==> config.mk <==
export PLATFORM = sky130hd
export DESIGN_NAME = i2s_lane_merger
export DESIGN_NICKNAME = d
export VERILOG_FILES = /design/src/rtl/slot_model_pkg.sv /design/src/rtl/lane_fifo.sv /design/src/rtl/i2s_lane_merger.sv
export SDC_FILE = /design/constraint.sdc
export NUM_CORES = 1
export LEC_CHECK = 0
export ABC_AREA = 1
export CORE_AREA = 2 2 408 248
export CTS_BUF_LIST = sky130_fd_sc_hd__clkbuf_8
export DETAILED_ROUTE_END_ITERATION = 7
export DIE_AREA = 0 0 410 250
export PLACE_DENSITY = 0.52
export SETUP_SLACK_MARGIN = 0.4
export SLEW_MARGIN = 40
export SYNTH_ARGS = -nofsm -noshare
export SYNTH_HDL_FRONTEND = slang
export SYNTH_SLANG_ARGS = --single-unit
==> constraint.sdc <==
create_clock -name sample_clk -period 5.58 [get_ports sample_clk]
set_input_delay 0.558 -clock sample_clk [delete_from_list [all_inputs] [get_ports sample_clk]]
set_output_delay 0.558 -clock sample_clk [all_outputs]
set_load 0.01 [all_outputs]
==> src/rtl/slot_model_pkg.sv <==
// Shared types and helpers for the I2S slot model: merge arbitration mode and lane mask utilities.
package slot_model_pkg;

    typedef enum logic {
        MERGE_STRICT = 1'b0,
        MERGE_SKIP   = 1'b1
    } merge_mode_t;

    localparam int MAX_LANES = 16;

    // Index of the lowest set bit; MAX_LANES when the mask is empty.
    function automatic logic [4:0] lowest_set(input logic [MAX_LANES-1:0] mask);
        lowest_set = 5'(MAX_LANES);
        for (int i = MAX_LANES - 1; i >= 0; i--) begin
            if (mask[i]) lowest_set = 5'(i);
        end
    endfunction

endpackage

==> src/rtl/lane_fifo.sv <==
// Synchronous show-ahead FIFO with registered full/empty flags and a synchronous flush.
module lane_fifo #(
    parameter int WIDTH = 48,
    parameter int DEPTH = 4
) (
    input  logic             sample_clk,
    input  logic             reset_n,
    input  logic             clear,
    input  logic             write,
    input  logic [WIDTH-1:0] wdata,
    input  logic             read,
    output logic [WIDTH-1:0] rdata,
    output logic             full,
    output logic             empty
);

    localparam int AW = $clog2(DEPTH);
    localparam logic [AW:0] FULL_COUNT = (AW + 1)'(DEPTH);

    logic [WIDTH-1:0] mem [DEPTH];
    logic [AW-1:0]    wr_ptr;
    logic [AW-1:0]    rd_ptr;
    logic [AW:0]      count;
    logic [AW:0]      count_next;
    logic             do_write;
    logic             do_read;

    assign do_write = write && !full;
    assign do_read  = read && !empty;
    assign rdata    = mem[rd_ptr];

    // NOTE: every always_comb output gets a default first so no latch can be inferred.
    always_comb begin
        count_next = count;
        if (do_write && !do_read) begin
            count_next = count + 1'b1;
        end else if (do_read && !do_write) begin
            count_next = count - 1'b1;
        end
    end

    // NOTE: sequential state uses non-blocking assignments so all registers update together.
    always_ff @(posedge sample_clk) begin
        if (!reset_n || clear) begin
            wr_ptr <= '0;
            rd_ptr <= '0;
            count  <= '0;
            full   <= 1'b0;
            empty  <= 1'b1;
        end else begin
            if (do_write) wr_ptr <= wr_ptr + 1'b1;
            if (do_read)  rd_ptr <= rd_ptr + 1'b1;
            count <= count_next;
            full  <= (count_next == FULL_COUNT);
            empty <= (count_next == '0);
        end
    end

    // NOTE: storage is not reset; the pointers and flags alone define what is valid.
    always_ff @(posedge sample_clk) begin
        if (do_write) mem[wr_ptr] <= wdata;
    end

endmodule

==> src/rtl/i2s_lane_merger.sv <==
// Merges per-lane I2S sample streams into one tagged stream with strict or work-conserving
// round-robin arbitration, per-lane buffering and saturating drop counters.
module i2s_lane_merger
    import slot_model_pkg::*;
#(
    parameter int NUM_LANES   = 4,
    parameter int SAMPLE_BITS = 48,
    parameter int DEPTH       = 4,
    parameter int CNT_BITS    = 16
) (
    input  logic                             sample_clk,
    input  logic                             reset_n,
    input  logic                             sync_clear,
    input  logic                             mode,
    input  logic [NUM_LANES-1:0]             lane_enable,
    input  logic [NUM_LANES-1:0]             in_valid,
    input  logic [NUM_LANES*SAMPLE_BITS-1:0] in_data,
    output logic [NUM_LANES-1:0]             in_ready,
    output logic                             out_valid,
    input  logic                             out_ready,
    output logic [SAMPLE_BITS-1:0]           out_data,
    output logic [$clog2(NUM_LANES):0]       out_lane,
    output logic                             out_frame_start,
    output logic [NUM_LANES*CNT_BITS-1:0]    drop_count
);

    localparam int LW = $clog2(NUM_LANES) + 1;
    typedef logic [LW-1:0] lane_idx_t;

    function automatic lane_idx_t wrap_add(input lane_idx_t base, input int offset);
        int sum;
        sum = int'(base) + offset;
        if (sum >= NUM_LANES) sum = sum - NUM_LANES;
        return lane_idx_t'(sum);
    endfunction

    merge_mode_t cur_mode;
    assign cur_mode = merge_mode_t'(mode);

    logic [NUM_LANES-1:0][SAMPLE_BITS-1:0] lane_data;
    logic [SAMPLE_BITS-1:0]                fifo_rdata [NUM_LANES];
    logic [NUM_LANES-1:0]                  fifo_full;
    logic [NUM_LANES-1:0]                  fifo_empty;
    logic [NUM_LANES-1:0]                  fifo_write;
    logic [NUM_LANES-1:0]                  fifo_read;
    logic [NUM_LANES-1:0]                  lane_avail;
    logic [NUM_LANES-1:0]                  lane_drop;
    logic [NUM_LANES-1:0][CNT_BITS-1:0]    drop_cnt;

    lane_idx_t rr_index;
    lane_idx_t rr_d;
    lane_idx_t next_enabled;
    lane_idx_t skip_lane;
    lane_idx_t grant_lane;
    logic      skip_found;
    logic      grant_valid;
    logic      take;

    logic [MAX_LANES-1:0] enable_wide;
    logic [4:0]           lowest_lane;

    assign lane_data  = in_data;
    assign drop_count = drop_cnt;

    for (genvar i = 0; i < NUM_LANES; i++) begin : g_lane
        assign fifo_write[i] = in_valid[i] && lane_enable[i] && !fifo_full[i];
        assign lane_drop[i]  = in_valid[i] && lane_enable[i] && fifo_full[i];
        assign in_ready[i]   = !fifo_full[i] || !lane_enable[i];
        assign lane_avail[i] = lane_enable[i] && !fifo_empty[i];
        assign fifo_read[i]  = take && (int'(grant_lane) == i);

        // A disabled lane is held in flush so it restarts empty when re-enabled.
        lane_fifo #(
            .WIDTH (SAMPLE_BITS),
            .DEPTH (DEPTH)
        ) u_fifo (
            .sample_clk (sample_clk),
            .reset_n    (reset_n),
            .clear      (sync_clear || !lane_enable[i]),
            .write      (fifo_write[i]),
            .wdata      (lane_data[i]),
            .read       (fifo_read[i]),
            .rdata      (fifo_rdata[i]),
            .full       (fifo_full[i]),
            .empty      (fifo_empty[i])
        );
    end

    always_comb begin
        enable_wide                = '0;
        enable_wide[NUM_LANES-1:0] = lane_enable;
        lowest_lane                = lowest_set(enable_wide);
    end

    // Descending scans let the nearest candidate after rr_index win without a found flag.
    always_comb begin
        next_enabled = rr_index;
        for (int k = NUM_LANES; k >= 1; k--) begin
            if (lane_enable[wrap_add(rr_index, k)]) next_enabled = wrap_add(rr_index, k);
        end

        skip_found = 1'b0;
        skip_lane  = '0;
        for (int k = NUM_LANES - 1; k >= 0; k--) begin
            if (lane_avail[wrap_add(rr_index, k)]) begin
                skip_found = 1'b1;
                skip_lane  = wrap_add(rr_index, k);
            end
        end

        grant_valid = 1'b0;
        grant_lane  = '0;
        case (cur_mode)
            MERGE_STRICT: begin
                if (lane_avail[rr_index]) begin
                    grant_valid = 1'b1;
                    grant_lane  = rr_index;
                end
            end
            MERGE_SKIP: begin
                grant_valid = skip_found;
                grant_lane  = skip_lane;
            end
        endcase

        take = grant_valid && (!out_valid || out_ready);

        rr_d = rr_index;
        if (cur_mode == MERGE_STRICT) begin
            if (!lane_enable[rr_index] || take) rr_d = next_enabled;
        end else if (take) begin
            rr_d = wrap_add(grant_lane, 1);
        end
    end

    always_ff @(posedge sample_clk) begin
        if (!reset_n || sync_clear) begin
            rr_index <= '0;
        end else begin
            rr_index <= rr_d;
        end
    end

    always_ff @(posedge sample_clk) begin
        if (!reset_n || sync_clear) begin
            out_valid       <= 1'b0;
            out_data        <= '0;
            out_lane        <= '0;
            out_frame_start <= 1'b0;
        end else if (take) begin
            out_valid       <= 1'b1;
            out_data        <= fifo_rdata[grant_lane];
            out_lane        <= grant_lane;
            out_frame_start <= (int'(grant_lane) == int'(lowest_lane));
        end else if (out_ready) begin
            out_valid <= 1'b0;
        end
    end

    // Drops arriving during a flush are not counted; the counters survive sync_clear.
    always_ff @(posedge sample_clk) begin
        if (!reset_n) begin
            drop_cnt <= '0;
        end else if (!sync_clear) begin
            for (int i = 0; i < NUM_LANES; i++) begin
                if (lane_drop[i] && (drop_cnt[i] != '1)) drop_cnt[i] <= drop_cnt[i] + 1'b1;
            end
        end
    end

endmodule

==> metrics.txt <==
Critical Path Max Stage Delay 0.78 ns; Routability Congestion 0.860; area of the multi-input gates 9520 sq um; CP Max Fanout 48; synthesized cell area 37,200 sq um; io pins 326; Leakage 15.2 nW; post-synthesis sequential area ratio 70.8%; DR WL/cell 21.0 um; max_slew headroom 43.7%; FF-to-FF Start rr_index[0]$_SDFFE_PP0P_; most frequent cells in the layout 768 x edfxtp_1, 545 x o21ai_0, 489 x nor2_1, 325 x clkdlybuf4s50_1, 272 x nand2_1; die area 103,000 sq um; Initial Util 37.5%; placeable core region 99,200 sq um; layout cells sized above 1 8.16%; post-route design area 44,700 sq um; CP Class register to register; filler instances 9,246; first-pass GRT wire length 154,000 um; Die H 250 um; Place WS 1.45 ns; setup TNS 0 ns; Post-CTS Resized 0; area occupied by registers 26,400 sq um; Area growth syn-to-layout 20.0%; Worst path most repeated cell nand2_1; ANT nets after route 0; number of global-route vias before repair 23,400; crit start category register; crit end category register; critical path required time 6.23 ns; largest net degree at the start of global routing 97; logic gate share of total power 5.3%; grt total ovfl 0; HP Class input port to register; reg2reg setup slack 1.97 ns; initial antenna violation count 7; CTS buffer count 145; Detailed Place HPWL 68,000 um; Critical Path AT 4.27 ns; syn_nets 3,423; worst-margin pin slew 0.844 ns; Synth warnings 0; CTS max path bufs 3; Net Sw Power 3.19 mW; Reg-to-Reg End out_data[32]$_SDFFE_PP0N_; Synth Register Bits 932; Post-CTS Setup Repair Bufs 0; Final Util 45.0%; fmax 277 MHz; Slowest cell on crit path dfxtp_1; Buf+Inv Stages, Crit Path 3; endpoints failing setup 0; pwr dens 304 nW/um^2; CTS tree yes; sw frac 23.4%; Hold Path Origin in_data[36]; P_int 10.4 mW; Die Wd 410 um; Worst-Skew Late Latency 0.82 ns; nets 3,774; number of synthesized flops with an enable pin 768; area of placed instances 42,000 sq um; top_reg_cell synth edfxtp_1; DR pass1 iterations 7; Worst-path clk slew 0.07 ns; cell family with most CP delay buffers and inverters; Clk pwr share 38.3%; FF-to-FF path depth 13; clk_skew 0.0275 ns; vias per inst 5.04; Sequential Power Share 56.4%; # rows 90; Initial DRC Count 1,956; via count 25,200; Peak VDD IR 0.000223 V; RSZ-0062 raised after global routing no; commonest non-fill, non-tap cell in the layout edfxtp_1; WHS Endpoint g_lane[0].u_fifo.mem[1][36]$_DFFE_PP_; Worst Hold Depth 1; worst setup margin 1.97 ns; Syn Inst Count 3,187; fin crit period 3.61 ns; Residual DRC 0; CTS Sinks 932; share of synthesized registers carrying an async set or reset 0%; Syn Area/Cell 11.7 sq um; hold_buf cts 0; maxcap violations 0; GRT Resource Usage Total 20.0%; final worst path period share 64.8%; port bufs 325; final hold vios 0; Routed WL 105,000 um; cell chain of the critical path inv_4 > ha_1 > inv_1 > nand3_1 > nand2_1 > o21ai_1 > nand2_1 > nand2_1 > nand2_2 > buf_4 > o221ai_1 > nand3_1 > a41oi_1; H-tree Lvls 4; Max Slew Vio Count 0; clock root cell clkbuf_8; status completed; Synth cell types 49
## power by group through the flow
stage,logic (mW),registers (mW),clock network [mW]
4_1_cts,0.731,7.66,5.37
5_1_grt,0.791,7.67,5.63
3_3_place_gp,0.725,7.81,0
2_1_floorplan,0.316,7.81,0
3_5_place_dp,0.727,7.81,0
6_report,0.724,7.66,5.20
## synth_stat cells (all sizes together), types with 4 or more instances
master	number	share of area, %
a21oi	73	0.98
nor3	25	0.34
o21ai	551	7.4
xor2	4	0.094
a31oi	27	0.45
or2	4	0.067
xnor2	4	0.094
o21a	6	0.12
dfxtp	164	8.8
edfxtp	768	62
o221ai	50	1.2
nand4	14	0.24
nand2	282	2.9
nor3b	6	0.12
nand3	99	1.5
a41oi	25	0.59
inv	200	2.0
o211ai	4	0.081
ha	31	1.0
nor4	5	0.084
clkbuf	145	1.5
buf	31	0.50
o22ai	143	2.4
clkinv	5	0.050
nor2	511	5.2
## flip-flops by register name, indices dropped and copies added, names as in the netlist, named ones only
signal	cells
drop_count	64
g_lane.u_fifo.empty	4
g_lane.u_fifo.mem	768
rr_index	3
g_lane.u_fifo.full	4
g_lane.u_fifo.rd_ptr	8
out_data	48
g_lane.u_fifo.count	12
out_frame_start	1
out_lane	3
g_lane.u_fifo.wr_ptr	8
out_valid	1
## how the worst max path moves through the flow
stage / from / to / cells past startpoint
after detailed placement: lane_enable[1] / g_lane[1].u_fifo.mem[1][27]$_DFFE_PP_ / 6
after global placement: lane_enable[3] / g_lane[2].u_fifo.empty$_SDFF_PP1_ / 15
final: rr_index[0]$_SDFFE_PP0P_ / out_data[32]$_SDFFE_PP0N_ / 13
after global routing: rr_index[0]$_SDFFE_PP0P_ / g_lane[1].u_fifo.full$_SDFF_PP0_ / 19
after floorplan: lane_enable[1] / g_lane[1].u_fifo.mem[0][0]$_DFFE_PP_ / 4
after CTS: rr_index[0]$_SDFFE_PP0P_ / g_lane[1].u_fifo.full$_SDFF_PP0_ / 19
## per-layer routing
layer	GRT usage [%]	vias to the layer above	routed length [um]
met2	32.1	570	50200
li1	-	12200	-
met3	3.57	131	4360
met4	6.80	2	2380
met1	27.4	12200	47700
met5	0	-	13
## stage by stage
stage | hold WS, ns | cells | power [mW]
5_1_grt | 0.330 | 4988 | 14.1
4_1_cts | 0.280 | 4981 | 13.8
3_5_place_dp | 0.449 | 4721 | 8.54
2_1_floorplan | 0.436 | 3187 | 8.12
6_report | 0.373 | 4988 | 13.6
3_3_place_gp | 0.446 | 4718 | 8.54
## kinds of logic (layout without fill, tap and decap cells)
| logic type | Yosys count | count (layout) | synth area share (%) |
|---|---|---|---|
| adder cells (fa/ha/maj) | 31 | 31 | 1.04 |
| AO/OA/AOI/OAI | 886 | 886 | 13.4 |
| AND/OR/NAND/NOR | 949 | 949 | 10.6 |
| other | 0 | 3 | 0 |
| flip-flops | 932 | 932 | 70.8 |
| XOR/XNOR | 8 | 8 | 0.188 |
| buffers and inverters | 381 | 845 | 4.05 |
## layout make-up
| type | count | share of cell area, % |
|---|---|---|
| clock inverters | 110 | 1.08 |
| diodes | 3 | 0.0168 |
| well taps | 1334 | 3.74 |
| multi-input cells | 1874 | 21.3 |
| clock buffers | 150 | 4.62 |
| repair buffers | 380 | 8.49 |
| inverters | 205 | 1.74 |
| flip-flops and latches | 932 | 59.0 |
Power figures use the tool's default switching activity.
